<file path="src/rtl/gray_enc_arbiter.sv">
// Round-robin arbiter feeding one shared binary-to-Gray stage with a registered output slot.
// Define GRAY_ENC_ARBITER_PARITY_EN to add the out_par port (parity of the accepted binary word).
module gray_enc_arbiter #(
    parameter int NREQ = 4,
    parameter int W    = 8,
    parameter int SW   = $clog2(NREQ)
) (
    input  logic            clk,
    input  logic            rst,
    input  logic [NREQ-1:0] req_valid,
    input  logic [NREQ*W-1:0] req_data,
    output logic [NREQ-1:0] req_ready,
    output logic            out_valid,
    output logic [W-1:0]    out_gray,
    output logic [SW-1:0]   out_src,
    input  logic            out_ready
`ifdef GRAY_ENC_ARBITER_PARITY_EN
    ,output logic           out_par
`endif
);

    typedef enum logic [0:0] {
        EMPTY = 1'b0,
        FULL  = 1'b1
    } state_t;

    state_t          state_q, state_d;
    logic [W-1:0]    gray_q, gray_d;
    logic [SW-1:0]   src_q, src_d;
    logic [SW-1:0]   rr_q, rr_d;
    logic            can_take;
    logic            found;
    logic            take;
    logic [SW-1:0]   gnt_idx;
    logic [SW-1:0]   idx;
    logic [W-1:0]    word;

    // First asserted request at or after rr_q, wrapping modulo NREQ.
    always_comb begin
        found   = 1'b0;
        gnt_idx = '0;
        idx     = '0;
        for (int k = 0; k < NREQ; k++) begin
            idx = SW'((int'(rr_q) + k) % NREQ);
            if (!found && req_valid[idx]) begin
                found   = 1'b1;
                gnt_idx = idx;
            end
        end
    end

    assign can_take = (state_q == EMPTY) | (out_ready & out_valid);
    assign take     = can_take & found & ~rst;
    assign word     = req_data[int'(gnt_idx)*W +: W];

    always_comb begin
        req_ready = '0;
        if (take) begin
            req_ready[gnt_idx] = 1'b1;
        end
    end

    always_comb begin
        state_d = state_q;
        gray_d  = gray_q;
        src_d   = src_q;
        rr_d    = rr_q;
        if (take) begin
            state_d = FULL;
            gray_d  = word ^ (word >> 1);
            src_d   = gnt_idx;
            rr_d    = SW'((int'(gnt_idx) + 1) % NREQ);
        end else if (out_valid && out_ready) begin
            state_d = EMPTY;
        end
    end

    always_ff @(posedge clk) begin
        if (rst) begin
            state_q <= EMPTY;
            gray_q  <= '0;
            src_q   <= '0;
            rr_q    <= '0;
        end else begin
            state_q <= state_d;
            gray_q  <= gray_d;
            src_q   <= src_d;
            rr_q    <= rr_d;
        end
    end

    assign out_valid = (state_q == FULL);
    assign out_gray  = gray_q;
    assign out_src   = src_q;

`ifdef GRAY_ENC_ARBITER_PARITY_EN
    logic par_q, par_d;

    always_comb begin
        par_d = par_q;
        if (take) begin
            par_d = ^word;
        end
    end

    always_ff @(posedge clk) begin
        if (rst) begin
            par_q <= 1'b0;
        end else begin
            par_q <= par_d;
        end
    end

    assign out_par = par_q;
`endif

endmodule

</file>
<file path="config.mk">
export PLATFORM = sky130hd
export DESIGN_NAME = gray_enc_arbiter
export DESIGN_NICKNAME = d
export VERILOG_FILES = /design/src/rtl/gray_enc_arbiter.sv
export SDC_FILE = /design/constraint.sdc
export NUM_CORES = 1
export LEC_CHECK = 0
export BUFFER_PORTS_ARGS = -buffer_cell sky130_fd_sc_hd__buf_2
export CAP_MARGIN = 40
export CELL_PAD_IN_SITES_DETAIL_PLACEMENT = 0
export CELL_PAD_IN_SITES_GLOBAL_PLACEMENT = 2
export CORE_ASPECT_RATIO = 1.5
export CORE_MARGIN = 2
export CORE_UTILIZATION = 25
export CTS_CLUSTER_DIAMETER = 60
export DETAILED_ROUTE_END_ITERATION = 12
export PLACE_DENSITY_LB_ADDON = 0.05
export SETUP_SLACK_MARGIN = 0.1
export SYNTH_ARGS = -nofsm -noshare
export SYNTH_HDL_FRONTEND = slang
export SYNTH_SLANG_ARGS = --single-unit
</file>
<file path="constraint.sdc">
create_clock -name clk -period 2.34 [get_ports clk]
set_clock_uncertainty 0.15 [all_clocks]
set_input_delay 0.234 -clock clk [delete_from_list [all_inputs] [get_ports clk]]
set_output_delay 0.234 -clock clk [all_outputs]
set_load 0.01 [all_outputs]
</file>
==> impl_metrics.py, run 1 <==
metrics = {
    "setup_path": {
        "arrival_ps": 1750,
        "cpPeakStageDelay_ps": 380,
        "crit_path_end_kind": "primary output",
        "required_ps": 1960,
        "crit_family": "flip-flops",
        "cp_cell_sequence": "mux2i_2 -> o22ai_2 -> nor2_4 -> buf_12 -> ha_1 -> and2_1 -> buf_2",
        "critPathMaxFanout": 32,
        "timing.rr.end": "out_gray[1]",
        "startpoint_type": "flop",
        "critPathSlowestCell": "dfxtp_4",
        "reg2reg_depth": 8,
        "worstSetupPathType": "flop to primary output",
        "path_buf_inv": 2,
        "reg2reg_from": "rr_q[1]",
        "r2r_slack_ps": 270,
    },
    "floorplan": {
        "core_region_area_sq_um": 4540,
        "die_area_sq_um": 5300,
        "ios": 54,
        "rows": 30,
        "start_util": 0.260,
        "die-height_microns": 88.1,
        "die_w_microns": 60.1,
    },
    "clock_network": {
        "clockBufferDepth": 2,
        "cts_tree": "yes",
        "clkTransAtPathRegs_ps": 60,
        "htree_levels": 1,
        "cts_root_buf": "clkbuf_8",
        "numCtsBuffers": 3,
        "clk_latency_ps": 240,
        "cts_sinks": 13,
    },
    "yosys": {
        "synth_cells": 138,
        "avgSynthCellArea_sq_um": 8.55,
        "synth.distinct_cells": 39,
        "synth_edf_count": 0,
        "synth_fp_nets": 181,
        "synth-async-reset-ratio": 0,
        "synth_xor_area_frac": 0.104,
        "synthMuxAreaShare": 0.152,
        "syn_area_sq_um": 1180,
        "synth-compound-area-share": 0.244,
        "yosysWarnings": 0,
        "synth_fa_ha_area_frac": 0.0424,
        "ys_seq_area_frac": 0.221,
        "ys_ff_latch": 13,
        "ys.flop_type": "dfxtp_1",
        "synthSimpleGateAreaFrac": 0.171,
        "synth_top_family_by_area": "compound AO/OA/AOI/OAI gates",
    },
    "sta": {
        "slew_viol_final": 0,
        "maxSlewHeadroom": 0.721,
        "fmax_mhz": 469,
        "fin_setup_tns_ps": 0,
        "setup_violations": 0,
        "post-route-min-period_ps": 2130,
        "setup_slack_ps": 207,
        "rsz0062_at_grt": "false",
        "period_share": 0.911,
        "finalHoldViolCount": 0,
        "worstMarginPinSlew_ps": 414,
    },
    "finish": {
        "layout.cells.most_common": "buf_2",
        "area.growth.synth_to_final_pct": 39.7,
        "mostFrequentLayoutCells": "buf_2, dfxtp_1, mux2i_1, nor2_1, nand2_1",
        "num_antenna_cells": 0,
        "fin_util": 0.363,
        "finalInstanceArea_sq_um": 1650,
        "nets": 241,
        "drive_gt1_frac": 0.406,
    },
    "drt": {
        "drt-total-wl_microns": 3630,
        "drt_iter0_markers": 22,
        "vias_per_cell": 4.67,
        "antenna_left": 0,
        "drcViolationCount": 0,
        "wl_per_cell_microns": 13.9,
        "dr_total_vias": 1220,
        "first_pass_iters": 4,
    },
    "global_routing": {
        "grt_pass1_wl_microns": 5930,
        "grt_use_total": 0.149,
        "grt_max_degree": 33,
        "overflow": 0,
        "antenna_found_initial": 0,
        "grt_pass1_vias": 1296,
    },
    "min_path": {
        "min_from": "out_ready",
        "hold_depth": 3,
        "whs_endpoint": "out_valid",
        "hold_path.class": "input port to flop",
    },
    "placement": {
        "numPortBuffers": 53,
        "dp_hpwl_microns": 2980,
        "dpl_worst_slack_ps": 168,
        "placed_area_sq_um": 1530,
        "place.gp.congestion": 0.765,
    },
    "outcome": {
        "status": "finished clean",
    },
    "run": {
        "maxCapViolCount": 0,
    },
    "power": {
        "p_per_area_nw_per_um2": 563,
        "ir_drop_mv": 0.139,
        "p_leak_nw": 0.764,
    },
}
-- sequential cells by signal, summed over array words and instances (netlist names) --
| signal | count |
|---|---|
| rr_q | 2 |
| out_gray | 8 |
| out_src | 2 |
| out_valid | 1 |
-- per-stage QoR --
stage | power, mW | instances | hold WS (ps)
final | 0.928 | 261 | 124
after global routing | 1.00 | 261 | 164
after CTS | 0.929 | 259 | 119
after detailed placement | 0.700 | 253 | 305
after global placement | 0.697 | 253 | 312
after floorplan | 0.542 | 138 | 250
-- cells in the mapped netlist (2+ instances only) --
master / count / area, sq um
buf_6: 2 / 22.5
o211ai_1: 5 / 37.5
mux2_4: 3 / 45.0
o22ai_1: 2 / 12.5
a32oi_1: 2 / 17.5
nand3b_1: 3 / 22.5
a311oi_1: 3 / 26.3
nor2_1: 9 / 33.8
o311ai_0: 3 / 26.3
xor2_1: 6 / 52.6
xnor2_1: 8 / 70.1
nor3b_1: 3 / 22.5
o31ai_1: 6 / 45.0
inv_1: 7 / 26.3
buf_2: 3 / 15.0
mux2i_1: 10 / 100
dfxtp_1: 13 / 260
a31o_1: 4 / 35.0
nor2b_1: 2 / 12.5
ha_1: 4 / 50.1
mux2_2: 3 / 33.8
and2_1: 4 / 25.0
a21oi_1: 3 / 15.0
nand2_1: 9 / 33.8
nand2b_1: 3 / 18.8
clkbuf_1: 3 / 11.3
a211oi_1: 3 / 22.5
-- worst min-delay path: stages --
cell	delay, ps
buf_2	70
nand2b_1	100
a21oi_1	60
-- where the power goes --
group          internal [mW]  switching [mW]  leakage, nW
Clock                  0.120          0.0865       0.0228
Combinational          0.217           0.218        0.633
Sequential             0.259          0.0258        0.109
-- cell families (layout without fill, tap and decap cells) --
| group | count (synthesis) | in the layout |
|---|---|---|
| adders and majority gates | 4 | 4 |
| and+or+nand+nor | 38 | 38 |
| DFF | 13 | 13 |
| muxes | 16 | 16 |
| buffers and inverters | 16 | 75 |
| xor gates and xnor gates | 14 | 14 |
| AOI/OAI and AO/OA | 37 | 37 |
-- layout make-up --
| class | instances | area [sq um] |
|---|---|---|
| fill | 502 | 2890 |
| inverter | 8 | 43.8 |
| multi-input combinational | 109 | 857 |
| clock buffer | 4 | 45.0 |
| timing repair buffer | 63 | 357 |
| tap | 64 | 80.1 |
| sequential | 13 | 265 |
-- layer usage --
metal | track usage | vias to the layer above | wire length (microns)
met5 | 0 | - | 0
met3 | 0.0148 | 2 | 126
met4 | 0.0485 | 0 | 34
met1 | 0.162 | 561 | 1500
met2 | 0.288 | 34 | 1970
li1 | - | 623 | -
-- how the worst max path moves through the flow --
stage                  from      endpoint  slack (ps)  cells past startpoint
global placement    rr_q[1]  req_ready[3]         180                      7
CTS                 rr_q[1]  req_ready[0]         100                      8
global route        rr_q[1]  req_ready[1]         100                      7
detailed placement  rr_q[1]   out_gray[1]         170                      7
finish              rr_q[1]  req_ready[1]         210                      7
floorplan           rr_q[1]  req_ready[1]         450                      7
-- timing repair --
| action | CTS | global route |
|---|---|---|
| pin swaps | 2 | 2 |
| hold buffers | 0 | 0 |
| setup endpoints to repair | 4 | 5 |
| gates resized for setup | 5 | 5 |
| setup buffers | 2 | 2 |
No activity file was read; power rests on OpenSTA's default activity.
==> inputs of run 2 (changes only) <==
Clock period 2.34 ns to 2.4 ns, I/O delays scaled along.
==> impl_metrics.py, run 2 (synthesized netlist as in run 1, its figures left out) <==
metrics = {
    "outcome": {
        "status": "finished clean",
    },
    "floorplan": {
        "die_area_sq_um": 5300,
        "die_w_microns": 60.1,
        "ios": 54,
        "start_util": 0.260,
        "die-height_microns": 88.1,
        "rows": 30,
        "core_region_area_sq_um": 4540,
    },
    "finish": {
        "finalInstanceArea_sq_um": 1620,
        "num_antenna_cells": 0,
        "final-instance-count-excl-fill": 261,
        "nets": 241,
        "largest_reg_flops": 8,
        "mostFrequentLayoutCells": "buf_2, dfxtp_1, mux2i_1, nor2_1, nand2_1",
        "area.growth.synth_to_final_pct": 37.4,
        "layout.cells.most_common": "buf_2",
        "drive_gt1_frac": 0.391,
    },
    "global_routing": {
        "grt_max_degree": 19,
        "grt_use_total": 0.143,
        "antenna_found_initial": 0,
        "grt_pass1_vias": 1243,
        "overflow": 0,
        "grt_pass1_wl_microns": 5710,
    },
    "drt": {
        "wl_per_cell_microns": 14.0,
        "vias_per_cell": 4.78,
        "antenna_left": 0,
        "first_pass_iters": 4,
        "dr_total_vias": 1248,
        "drcViolationCount": 0,
        "drt_iter0_markers": 28,
        "drt-total-wl_microns": 3660,
    },
    "placement": {
        "placed_area_sq_um": 1540,
        "place.gp.congestion": 0.744,
        "place_inst": 255,
        "dpl_worst_slack_ps": 257,
        "dp_hpwl_microns": 3020,
        "numPortBuffers": 53,
    },
    "clock_network": {
        "clkTransAtPathRegs_ps": 60,
        "cts_tree": "yes",
        "clockBufferDepth": 2,
        "cts_sinks": 13,
        "htree_levels": 1,
        "clk_latency_ps": 250,
        "cts_root_buf": "clkbuf_8",
        "numCtsBuffers": 3,
    },
    "setup_path": {
        "required_ps": 2010,
        "cpPeakStageDelay_ps": 380,
        "critPathSlowestCell": "dfxtp_4",
        "critPathMaxFanout": 7,
        "startpoint_type": "flop",
        "cp_cell_sequence": "mux2i_2 -> o22ai_2 -> nor2_4 -> buf_6 -> inv_1 -> ha_1 -> and2_1 -> buf_2",
        "reg2reg_depth": 8,
        "path_buf_inv": 3,
        "worstSetupPathType": "flop to primary output",
        "cp.depth": 8,
        "arrival_ps": 1800,
        "crit_family": "flip-flops",
        "crit_path_end_kind": "primary output",
    },
    "min_path": {
        "hold_depth": 3,
        "hold_path.class": "input port to flop",
    },
    "sta": {
        "worstMarginPinSlew_ps": 622,
        "setup_slack_ps": 214,
        "fmax_mhz": 457,
        "post-route-min-period_ps": 2190,
        "rsz0062_at_grt": "false",
        "slew_viol_final": 0,
        "finalHoldViolCount": 0,
        "period_share": 0.911,
        "maxSlewHeadroom": 0.585,
        "setup_violations": 0,
        "fin_setup_tns_ps": 0,
    },
    "power": {
        "p_leak_nw": 0.747,
        "ir_drop_mv": 0.173,
        "p_per_area_nw_per_um2": 549,
        "power_mw": 0.890,
    },
    "run": {
        "maxCapViolCount": 0,
    },
}
run 2: changes by cell type in the layout (fill, tap and decap cells not counted):
cell,delta
a21boi_0,-1
a21boi_1,+1
buf_12,-1
buf_6,+1
bufinv_8,-1
clkinv_1,+1
dfxtp_1,+1
dfxtp_2,-1
nor2b_1,+1
nor2b_2,-1
run 2: routing by layer:
metal / part of all wire / up-vias / global-route usage
met5: 0 / - / 0
met4: 0.029 / 0 / 0.0747
met3: 0.048 / 10 / 0.0192
met2: 0.52 / 44 / 0.252
met1: 0.40 / 568 / 0.163
li1: - / 626 / -
run 2: final timing paths:
path	startpoint	to	slack (ps)
worst max-delay path	rr_q[1]	req_ready[0]	210
worst min-delay path	out_ready	out_valid	130
worst max register to register	rr_q[1]	out_gray[7]	310
worst min register to register	out_gray[2]	out_gray[2]	320
run 2: power breakdown:
part / switching, mW / total, mW / internal (mW)
logic: 0.213 / 0.409 / 0.196
clock network: 0.0859 / 0.203 / 0.118
registers: 0.0252 / 0.278 / 0.252
total: 0.324 / 0.890 / 0.566
run 2: worst register-to-register path, delay by kind of cell (launching register included):
kind / cells / cell delay, ps
muxes: 3 / 730
and+or+nand+nor: 1 / 160
AOI/OAI and AO/OA: 2 / 230
DFF: 1 / 380
buffers and inverters: 2 / 320
run 2: repair_timing:
item / 4_1_cts / 5_1_grt
gates cloned: 0 / 0
pin swaps: 0 / 2
gates resized for setup: 3 / 5
hold buffers: 0 / 0
buffers inserted: 0 / 2
endpoints found under the setup margin: 4 / 4
run 2: layout make-up:
| cell class | instances | area, sq um |
|---|---|---|
| timing repair buffer | 63 | 348 |
| fill | 502 | 2920 |
| clock buffer | 4 | 45.0 |
| sequential | 13 | 264 |
| multi-input combinational | 109 | 855 |
| tap | 64 | 80.1 |
| inverter | 8 | 30.0 |
run 2: per-stage QoR:
step,hold WS [ps],utilization
6_report,131,0.357
5_1_grt,153,0.357
4_1_cts,135,0.350
3_5_place_dp,314,0.338
3_3_place_gp,313,0.338
2_1_floorplan,256,-
